### src/rtl/sdram_arbiter_pkg.sv
// Shared types and constants for the two-port SDRAM request arbiter.
package sdram_arb_pkg;

   localparam int ADDR_W  = 23;
   localparam int DATA_W  = 16;
   localparam int FETCH_W = 32;

   localparam logic PORT_I = 1'b0;
   localparam logic PORT_D = 1'b1;

   typedef enum logic [2:0] {
      ST_IDLE        = 3'd0,
      ST_ISSUE       = 3'd1,
      ST_WAIT_ACCEPT = 3'd2,
      ST_WAIT_DONE   = 3'd3,
      ST_RESP        = 3'd4
   } arb_state_t;

endpackage

### src/rtl/sdram_arbiter_if.sv
// Bundle of the client (fetch/data) and controller-side signals of the arbiter.
// The arbiter uses the slave view; the surrounding system uses the master view.
interface sdram_arbiter_if;

   logic                               i_req;
   logic [sdram_arb_pkg::ADDR_W-1:0]   i_addr;
   logic                               i_ack;
   logic [sdram_arb_pkg::FETCH_W-1:0]  i_data;

   logic                               d_req;
   logic                               d_we;
   logic [sdram_arb_pkg::ADDR_W-1:0]   d_addr;
   logic [sdram_arb_pkg::DATA_W-1:0]   d_wdata;
   logic                               d_ack;
   logic [sdram_arb_pkg::DATA_W-1:0]   d_rdata;

   logic [sdram_arb_pkg::ADDR_W-1:0]   m_addr;
   logic [sdram_arb_pkg::DATA_W-1:0]   m_wdata;
   logic                               m_read_req;
   logic                               m_write_req;
   logic                               m_instr_mode;
   logic                               m_busy;
   logic                               m_read_ready;
   logic [sdram_arb_pkg::FETCH_W-1:0]  m_rdata;

   modport slave (
      input  i_req, i_addr, d_req, d_we, d_addr, d_wdata,
             m_busy, m_read_ready, m_rdata,
      output i_ack, i_data, d_ack, d_rdata,
             m_addr, m_wdata, m_read_req, m_write_req, m_instr_mode
   );

   modport master (
      output i_req, i_addr, d_req, d_we, d_addr, d_wdata,
             m_busy, m_read_ready, m_rdata,
      input  i_ack, i_data, d_ack, d_rdata,
             m_addr, m_wdata, m_read_req, m_write_req, m_instr_mode
   );

endinterface

### src/rtl/sdram_arbiter_pick.sv
// Combinational grant decision between the fetch and data ports.
module sdram_arb_pick
   import sdram_arb_pkg::*;
#(
   parameter int DATA_PRIO  = 1,
   parameter int STARVE_MAX = 4,
   parameter int STW        = 3
) (
   input  logic           i_ireq,
   input  logic           i_dreq,
   input  logic           i_last,
   input  logic [STW-1:0] i_starve,
   output logic           o_valid,
   output logic           o_port
);

   // Data wins ties unless fetch is starved (priority mode), or the last winner loses (round-robin).
   always_comb begin
      o_valid = i_ireq | i_dreq;
      o_port  = PORT_D;
      if (DATA_PRIO != 0) begin
         if (i_ireq && (!i_dreq || (int'(i_starve) >= STARVE_MAX))) begin
            o_port = PORT_I;
         end
      end else begin
         if (i_ireq && (!i_dreq || (i_last == PORT_D))) begin
            o_port = PORT_I;
         end
      end
   end

endmodule

### src/rtl/sdram_arbiter.sv
// Two-port arbiter in front of the SDRAM controller: one outstanding transaction,
// level request / single-cycle ack toward the clients, pulse request toward the controller.
module sdram_arbiter
   import sdram_arb_pkg::*;
#(
   parameter int DATA_PRIO  = 1,
   parameter int STARVE_MAX = 4,
   parameter int ACCEPT_TO  = 15
) (
   input  logic            clk,
   input  logic            rst_n,
   sdram_arbiter_if.slave  io_bus
);

   localparam int STW = (STARVE_MAX < 1) ? 1 : $clog2(STARVE_MAX + 1);
   localparam int TW  = (ACCEPT_TO  < 1) ? 1 : $clog2(ACCEPT_TO + 1);

   arb_state_t          r_state;
   arb_state_t          w_next;
   logic                r_instr;
   logic                r_we;
   logic                r_last;
   logic                r_rr_prev;
   logic [ADDR_W-1:0]   r_addr;
   logic [DATA_W-1:0]   r_wdata;
   logic [DATA_W-1:0]   r_drdata;
   logic [FETCH_W-1:0]  r_idata;
   logic [STW-1:0]      r_starve;
   logic [TW-1:0]       r_tmo;

   logic                w_pick_valid;
   logic                w_pick_port;
   logic                w_grant;
   logic                w_pulse;
   logic                w_rd_done;

   sdram_arb_pick #(
      .DATA_PRIO  (DATA_PRIO),
      .STARVE_MAX (STARVE_MAX),
      .STW        (STW)
   ) u_pick (
      .i_ireq   (io_bus.i_req),
      .i_dreq   (io_bus.d_req),
      .i_last   (r_last),
      .i_starve (r_starve),
      .o_valid  (w_pick_valid),
      .o_port   (w_pick_port)
   );

   // Next-state and per-cycle strobes; the issue pulse is held off while the controller is busy.
   always_comb begin
      w_next    = r_state;
      w_grant   = 1'b0;
      w_pulse   = 1'b0;
      w_rd_done = 1'b0;
      case (r_state)
         ST_IDLE: begin
            if (w_pick_valid) begin
               w_grant = 1'b1;
               w_next  = ST_ISSUE;
            end
         end
         ST_ISSUE: begin
            if (!io_bus.m_busy) begin
               w_pulse = 1'b1;
               w_next  = ST_WAIT_ACCEPT;
            end
         end
         ST_WAIT_ACCEPT: begin
            if (io_bus.m_busy) begin
               w_next = ST_WAIT_DONE;
            end else if (r_tmo <= TW'(1)) begin
               w_next = ST_ISSUE;
            end
         end
         ST_WAIT_DONE: begin
            if (r_we) begin
               if (!io_bus.m_busy) begin
                  w_next = ST_RESP;
               end
            end else if (io_bus.m_read_ready && !r_rr_prev) begin
               w_rd_done = 1'b1;
               w_next    = ST_RESP;
            end
         end
         ST_RESP: begin
            w_next = ST_IDLE;
         end
         default: begin
            w_next = ST_IDLE;
         end
      endcase
   end

   // State register plus the request latches, starve/timeout counters and read-data holding regs.
   always_ff @(posedge clk) begin
      if (!rst_n) begin
         r_state   <= ST_IDLE;
         r_instr   <= 1'b0;
         r_we      <= 1'b0;
         r_last    <= PORT_D;
         r_rr_prev <= 1'b0;
         r_addr    <= '0;
         r_wdata   <= '0;
         r_drdata  <= '0;
         r_idata   <= '0;
         r_starve  <= '0;
         r_tmo     <= '0;
      end else begin
         r_state   <= w_next;
         r_rr_prev <= io_bus.m_read_ready;
         if (w_grant) begin
            r_last <= w_pick_port;
            if (w_pick_port == PORT_I) begin
               r_instr  <= 1'b1;
               r_we     <= 1'b0;
               r_addr   <= io_bus.i_addr;
               r_wdata  <= '0;
               r_starve <= '0;
            end else begin
               r_instr <= 1'b0;
               r_we    <= io_bus.d_we;
               r_addr  <= io_bus.d_addr;
               r_wdata <= io_bus.d_wdata;
               if (int'(r_starve) < STARVE_MAX) begin
                  r_starve <= r_starve + STW'(1);
               end
            end
         end
         if (w_pulse) begin
            r_tmo <= TW'(ACCEPT_TO);
         end else if ((r_state == ST_WAIT_ACCEPT) && (r_tmo != '0)) begin
            r_tmo <= r_tmo - TW'(1);
         end
         if (w_rd_done) begin
            if (r_instr) begin
               r_idata <= io_bus.m_rdata;
            end else begin
               r_drdata <= io_bus.m_rdata[DATA_W-1:0];
            end
         end
      end
   end

   assign io_bus.m_addr       = r_addr;
   assign io_bus.m_wdata      = r_wdata;
   assign io_bus.m_instr_mode = r_instr;
   assign io_bus.m_read_req   = w_pulse & ~r_we;
   assign io_bus.m_write_req  = w_pulse & r_we;
   assign io_bus.i_ack        = (r_state == ST_RESP) & r_instr;
   assign io_bus.d_ack        = (r_state == ST_RESP) & ~r_instr;
   assign io_bus.i_data       = r_idata;
   assign io_bus.d_rdata      = r_drdata;

endmodule

### src/flat_wrapper.sv
// flat-port wrapper written by rule: the top's interface ports become plain ports
module sdram_arbiter_flat import sdram_arb_pkg::*;
#(
   parameter int DATA_PRIO  = 1,
   parameter int STARVE_MAX = 4,
   parameter int ACCEPT_TO  = 15
)
  (clk, rst_n, io_bus_i_req, io_bus_i_addr, io_bus_d_req, io_bus_d_we, io_bus_d_addr, io_bus_d_wdata, io_bus_m_busy, io_bus_m_read_ready, io_bus_m_rdata, io_bus_i_ack, io_bus_i_data, io_bus_d_ack, io_bus_d_rdata, io_bus_m_addr, io_bus_m_wdata, io_bus_m_read_req, io_bus_m_write_req, io_bus_m_instr_mode);
  sdram_arbiter_if io_bus_i ();
  input  logic clk;
  input  logic rst_n;
  input wire logic [$bits(io_bus_i.i_req)-1:0] io_bus_i_req;
  input wire logic [$bits(io_bus_i.i_addr)-1:0] io_bus_i_addr;
  input wire logic [$bits(io_bus_i.d_req)-1:0] io_bus_d_req;
  input wire logic [$bits(io_bus_i.d_we)-1:0] io_bus_d_we;
  input wire logic [$bits(io_bus_i.d_addr)-1:0] io_bus_d_addr;
  input wire logic [$bits(io_bus_i.d_wdata)-1:0] io_bus_d_wdata;
  input wire logic [$bits(io_bus_i.m_busy)-1:0] io_bus_m_busy;
  input wire logic [$bits(io_bus_i.m_read_ready)-1:0] io_bus_m_read_ready;
  input wire logic [$bits(io_bus_i.m_rdata)-1:0] io_bus_m_rdata;
  output wire logic [$bits(io_bus_i.i_ack)-1:0] io_bus_i_ack;
  output wire logic [$bits(io_bus_i.i_data)-1:0] io_bus_i_data;
  output wire logic [$bits(io_bus_i.d_ack)-1:0] io_bus_d_ack;
  output wire logic [$bits(io_bus_i.d_rdata)-1:0] io_bus_d_rdata;
  output wire logic [$bits(io_bus_i.m_addr)-1:0] io_bus_m_addr;
  output wire logic [$bits(io_bus_i.m_wdata)-1:0] io_bus_m_wdata;
  output wire logic [$bits(io_bus_i.m_read_req)-1:0] io_bus_m_read_req;
  output wire logic [$bits(io_bus_i.m_write_req)-1:0] io_bus_m_write_req;
  output wire logic [$bits(io_bus_i.m_instr_mode)-1:0] io_bus_m_instr_mode;
  assign io_bus_i.i_req = io_bus_i_req;
  assign io_bus_i.i_addr = io_bus_i_addr;
  assign io_bus_i.d_req = io_bus_d_req;
  assign io_bus_i.d_we = io_bus_d_we;
  assign io_bus_i.d_addr = io_bus_d_addr;
  assign io_bus_i.d_wdata = io_bus_d_wdata;
  assign io_bus_i.m_busy = io_bus_m_busy;
  assign io_bus_i.m_read_ready = io_bus_m_read_ready;
  assign io_bus_i.m_rdata = io_bus_m_rdata;
  assign io_bus_i_ack = io_bus_i.i_ack;
  assign io_bus_i_data = io_bus_i.i_data;
  assign io_bus_d_ack = io_bus_i.d_ack;
  assign io_bus_d_rdata = io_bus_i.d_rdata;
  assign io_bus_m_addr = io_bus_i.m_addr;
  assign io_bus_m_wdata = io_bus_i.m_wdata;
  assign io_bus_m_read_req = io_bus_i.m_read_req;
  assign io_bus_m_write_req = io_bus_i.m_write_req;
  assign io_bus_m_instr_mode = io_bus_i.m_instr_mode;
  sdram_arbiter #(.DATA_PRIO(DATA_PRIO), .STARVE_MAX(STARVE_MAX), .ACCEPT_TO(ACCEPT_TO)) u_core (.clk(clk), .rst_n(rst_n), .io_bus(io_bus_i));
endmodule
### config.mk
export PLATFORM = sky130hd
export DESIGN_NAME = sdram_arbiter_flat
export DESIGN_NICKNAME = d
export VERILOG_FILES = /design/src/rtl/sdram_arbiter_pkg.sv /design/src/rtl/sdram_arbiter_if.sv /design/src/rtl/sdram_arbiter_pick.sv /design/src/rtl/sdram_arbiter.sv /design/src/flat_wrapper.sv
export SDC_FILE = /design/constraint.sdc
export NUM_CORES = 1
export LEC_CHECK = 0
export CAP_MARGIN = 20
export CORE_ASPECT_RATIO = 0.5
export CORE_MARGIN = 2
export CORE_UTILIZATION = 45
export CTS_CLUSTER_SIZE = 24
export DETAILED_ROUTE_END_ITERATION = 10
export PLACE_DENSITY = 0.83
export SETUP_SLACK_MARGIN = 0.1
export SLEW_MARGIN = 10
export SYNTH_ARGS = -nofsm -noshare
export SYNTH_HDL_FRONTEND = slang
export SYNTH_HIERARCHICAL = 1
export SYNTH_SLANG_ARGS = --single-unit
### constraint.sdc
create_clock -name clk -period 2.75 [get_ports clk]
set_clock_uncertainty 0.15 [all_clocks]
set_input_delay 0.55 -clock clk [delete_from_list [all_inputs] [get_ports clk]]
set_output_delay 0.55 -clock clk [all_outputs]
set_load 0.01 [all_outputs]
Word-level counts from Yosys, hierarchy flattened. Index checks and enable logic that the tools add are counted.

Bitwise gates (word level): 7. Magnitude comparators: 3. Reductions and logical operators: 14. Muxes and demuxes: 23. $add $sub $neg: 2. Equal/unequal tests: 9.

Operators with widths (number): 3-bit 2-to-1 mux (9); 23-bit 2-to-1 mux (1); 16-bit 2-to-1 mux (1); 3-bit one-hot mux with 4 select lines (1); 1-bit 2-to-1 mux (9); 4-bit 2-to-1 mux (2); 3-bit by 2-bit == test with 1-bit output (second input constant) (2); 2-bit AND reduction (3); 5-bit AND reduction (1); 1-bit AND (4); 4-bit by 1-bit less-or-equal comparator with 1-bit output (second input constant) (1); 2-bit inequality test (second input constant) (2); 2-bit nonzero test (2); 4-bit nonzero test (1); 4-bit by 1-bit subtractor with 4-bit output (second input constant) (1); 3-bit by 1-bit adder with 3-bit output (second input constant) (1); 3-bit by 1-bit == test with 1-bit output (second input constant) (1); 3-bit == test (second input constant) (1); 3-bit >= comparator (second input constant) (1); 1-bit logical AND (3); 3-bit zero test (1); 3-bit < comparator (second input constant) (1); 3-bit by 1-bit inequality test with 1-bit output (second input constant) (1); 3-bit by 2-bit inequality test with 1-bit output (second input constant) (1); other kinds (5) (7).

Flip-flop bits (word level): 100. Input bits: 101.

Depth between registers and ports, before layout.
Depth in word-level cells: 6. Gate-level depth with buffers: 8. Gate-level depth less buffers: 7.

Cells and area by module. Netlist, hierarchy kept.

Modules (own cells, without submodules): sdram_arbiter (times used 1, sequential area each 2021.9 um2, area an instance 4237.8 um2, cells an instance 456); sdram_arb_pick (times used 1, sequential area each 0.0 um2, area an instance 15.0 um2, cells an instance 3).

Worst setup path before layout. OpenSTA, ideal clock, no wires.

Path kind: input-to-reg. Start: input io_bus_d_req. End: register u_core.r_addr[21], in the netlist u_core/io_bus.m_addr[21]. Cell stages on the path: 7. Path buffers: 2. Library setup time: 0.116 ns. Arrival time: 1.590 ns. Required time: 2.484 ns. Path slack: 0.894 ns. Path through: inv_1 > o21ai_1 > clkbuf_1 > clkbuf_1 > mux2i_1 > nand2_1 > o211a_1.

Word-level cells in the longest chain between the ends: 4. Elaborated cells between the ends (all ways): 7.

Ends and longest elaborated chain: start, declared (line flat_wrapper.sv:14) `input wire logic [$bits(io_bus_i.d_req)-1:0] io_bus_d_req;`; 1-bit zero test; 1-bit logical OR (line sdram_arbiter_pick.sv:22) `if (i_ireq && (!i_dreq || (int'(i_starve) >= STARVE_MAX))) begin`; 1-bit logical AND (line sdram_arbiter_pick.sv:22); 23-bit 2-to-1 mux (line sdram_arbiter.sv:114) `if (w_pick_port == PORT_I) begin`; end signal, assigned (line sdram_arbiter.sv:117) `r_addr <= io_bus.i_addr;`; end signal, assigned (line sdram_arbiter.sv:123) `r_addr <= io_bus.d_addr;`; end, declared (line sdram_arbiter.sv:24) `logic [ADDR_W-1:0] r_addr;`.

Several ways; a longest one is shown, not always the timed one. A chain may end at the register's enable or synchronous reset.

Final worst setup path.
Start: input io_bus_m_busy. End: output io_bus_m_write_req.

Word-level cells in the longest chain between the ends: 3.

Ends and longest elaborated chain: start, declared (line flat_wrapper.sv:18) `input wire logic [$bits(io_bus_i.m_busy)-1:0] io_bus_m_busy;`; 1-bit 2-to-1 mux (line sdram_arbiter.sv:64) `if (!io_bus.m_busy) begin`; 1-bit 2-to-1 mux (line sdram_arbiter.sv:56) `case (r_state)`; 1-bit AND (line sdram_arbiter.sv:149) `assign io_bus.m_write_req = w_pulse & r_we;`; end, declared (line flat_wrapper.sv:28) `output wire logic [$bits(io_bus_i.m_write_req)-1:0] io_bus_m_write_req;`.

Every way passes these cells.

==> run metrics <==
DRT iter0 DRCs=219; Final nets=737; Sink Count=100; Rows=24; slew margin rel.=0.4656; Clock Path Buffers=2; clk slew on worst S/H paths=around 0.070 ns; HP Class=register to register; critical path class=input port to output pin; Post-CTS Setup Repair Bufs=0; Area growth, synth to finish=55.04%; syn_area_per_cell=9.263 um^2; Worst path slowest cell=clkdlybuf4s50_1; drc violations=0; clock root cell=clkbuf_16; Final Util=0.7343; ANT nets after route=0; initial antenna violation count=0; Max Cap Violations=0; routed via count=3815; Die Area=slightly above 10000 um^2; Initial Utilization=0.4736; RSZ-0062 raised after global routing=true; Fin. Hold Viols=0; most frequent cells in the layout=clkdlybuf4s50_1 (191), nand2_1 (107), dfxtp_1 (99); Final setup viols=0; clock buffers created by TritonCTS=9; TritonCTS clock tree=yes; Die Wd=between 100 and 150 um; Initial DRT Pass Iterations=4; Worst setup SP type=input port; Die Y=72.51 um; port bufs=192; PD cells=563.9 nW/um^2; vias in the first global route=roughly 3800; pre-CTS setup slack=roughly 0.15 ns; CP Capture Type=output pin; post-synth net total=561; setup slack after layout=0.1730 ns; worst-path fanout max=3; WP data required=about 2.1 ns; Tightest Pin Transition=0.8007 ns; most used cell, CP=clkdlybuf4s50_1; commonest non-fill, non-tap cell in the layout=clkdlybuf4s50_1; Crit path max-delay family=buffers and inverters; setup tns final=0 ns; Total Routing Usage GR=0.2244; Yosys warnings=6; WP data arrival=1.88 ns; share of layout cells above drive strength 1=0.06122; DPL Wire Length=7.745 mm; core area=8919 um^2; Fmax=roughly 390 MHz; GPL Wtd Cong=0.7566; H-tree depth=3; vias per cell=5.060; # IOs=just under 200; worst path cell trace=clkdlybuf4s50_1 -> nor3_2 -> and2_1 -> clkdlybuf4s50_1; clock latency on the worst-skew pair=0.34 ns; WL final=11.25 mm; VDD IR max=roughly 0.34 mV; antenna diode count=0; first-pass GRT wire length=18.31 mm; netlist area before placement=4224 um^2; crit path time final=between 2 and 3 ns; status=finished clean; Cells after Synth=456; total gr overflow=0; max incr delay on CP=0.53 ns; WP buf/inv=2; leakage=2.638 nW; Final Slew Violations=0; largest net degree at the start of global routing=78; Routed WL per cell=between 10 and 15 um; period utilization=0.9371
==> repair_timing <==
| action | CTS | global route |
|---|---|---|
| endpoints found under the hold margin | 0 | 0 |
| endpoints found under the setup margin | 0 | 2 |
| hold buffers | 0 | 0 |
| gates resized for setup | 0 | 2 |
==> worst reg2reg max path, stage by stage, from the launching register on <==
cell and delay (ns):
dfxtp_1 0.63, inv_2 0.13, nor3_2 0.23, and3_1 0.18, buf_4 0.33, nand2_1 0.13, a21boi_1 0.17
==> per-stage QoR <==
stage / area [um^2] / hold slack [ns] / std cells / power [mW]
after CTS: 6543 / 0.3064 / 754 / 3.728
after floorplan: 4224 / 0.3254 / 456 / 1.942
after global placement: 6202 / 0.2901 / 738 / 2.284
after global routing: 6549 / 0.3244 / 754 / 3.861
after detailed placement: 6202 / 0.2968 / 738 / 2.296
final: 6549 / 0.3064 / 754 / 3.693
==> power by group <==
group	internal [mW]	total (mW)	leakage [nW]	switching, mW
registers	1.53	1.59	0.816	0.0591
clock network	0.891	1.43	0.163	0.537
logic	0.389	0.672	1.66	0.283
total	2.81	3.69	2.64	0.879
==> final timing paths <==
check / startpoint / endpoint / slack [ns] / cells past startpoint
hold / removal: u_core/io_bus.i_data[24] / u_core/io_bus.i_data[24] / 0.31 / 2
hold reg to reg: u_core/io_bus.i_data[24] / u_core/io_bus.i_data[24] / 0.31 / 2
setup / recovery: io_bus_m_busy / io_bus_m_write_req / 0.17 / 4
setup reg to reg: u_core/r_state[1] / u_core/io_bus.i_data[21] / 0.73 / 6
==> flip-flops by register name, indices dropped and copies added, names as in the netlist <==
| register | count |
|---|---|
| u_core/io_bus.d_rdata | 16 |
| u_core/io_bus.i_data | 32 |
| u_core/io_bus.m_addr | 23 |
| u_core/io_bus.m_instr_mode | 1 |
| u_core/io_bus.m_wdata | 16 |
| u_core/r_rr_prev | 1 |
| u_core/r_starve | 3 |
| u_core/r_state | 3 |
| u_core/r_tmo | 4 |
| u_core/r_we | 1 |
==> routing by layer <==
layer	vias up	routed length, um	GRT usage
met1	1776	4603	0.2531
li1	1901	-	-
met4	0	182	0.07333
met2	123	5664	0.4016
met5	-	0	0
met3	15	798	0.08317
==> cell type report <==
| class | count | area, um^2 |
|---|---|---|
| fill | 675 | 2370 |
| multi-input combinational | 312 | 2019 |
| timing repair buffer | 201 | 2009 |
| sequential | 100 | 2003 |
| clock buffer | 10 | 229.0 |
| tap | 117 | 146.4 |
| clock inverter | 6 | 111.4 |
| inverter | 8 | 30.03 |
Power figures use the tool's default switching activity.
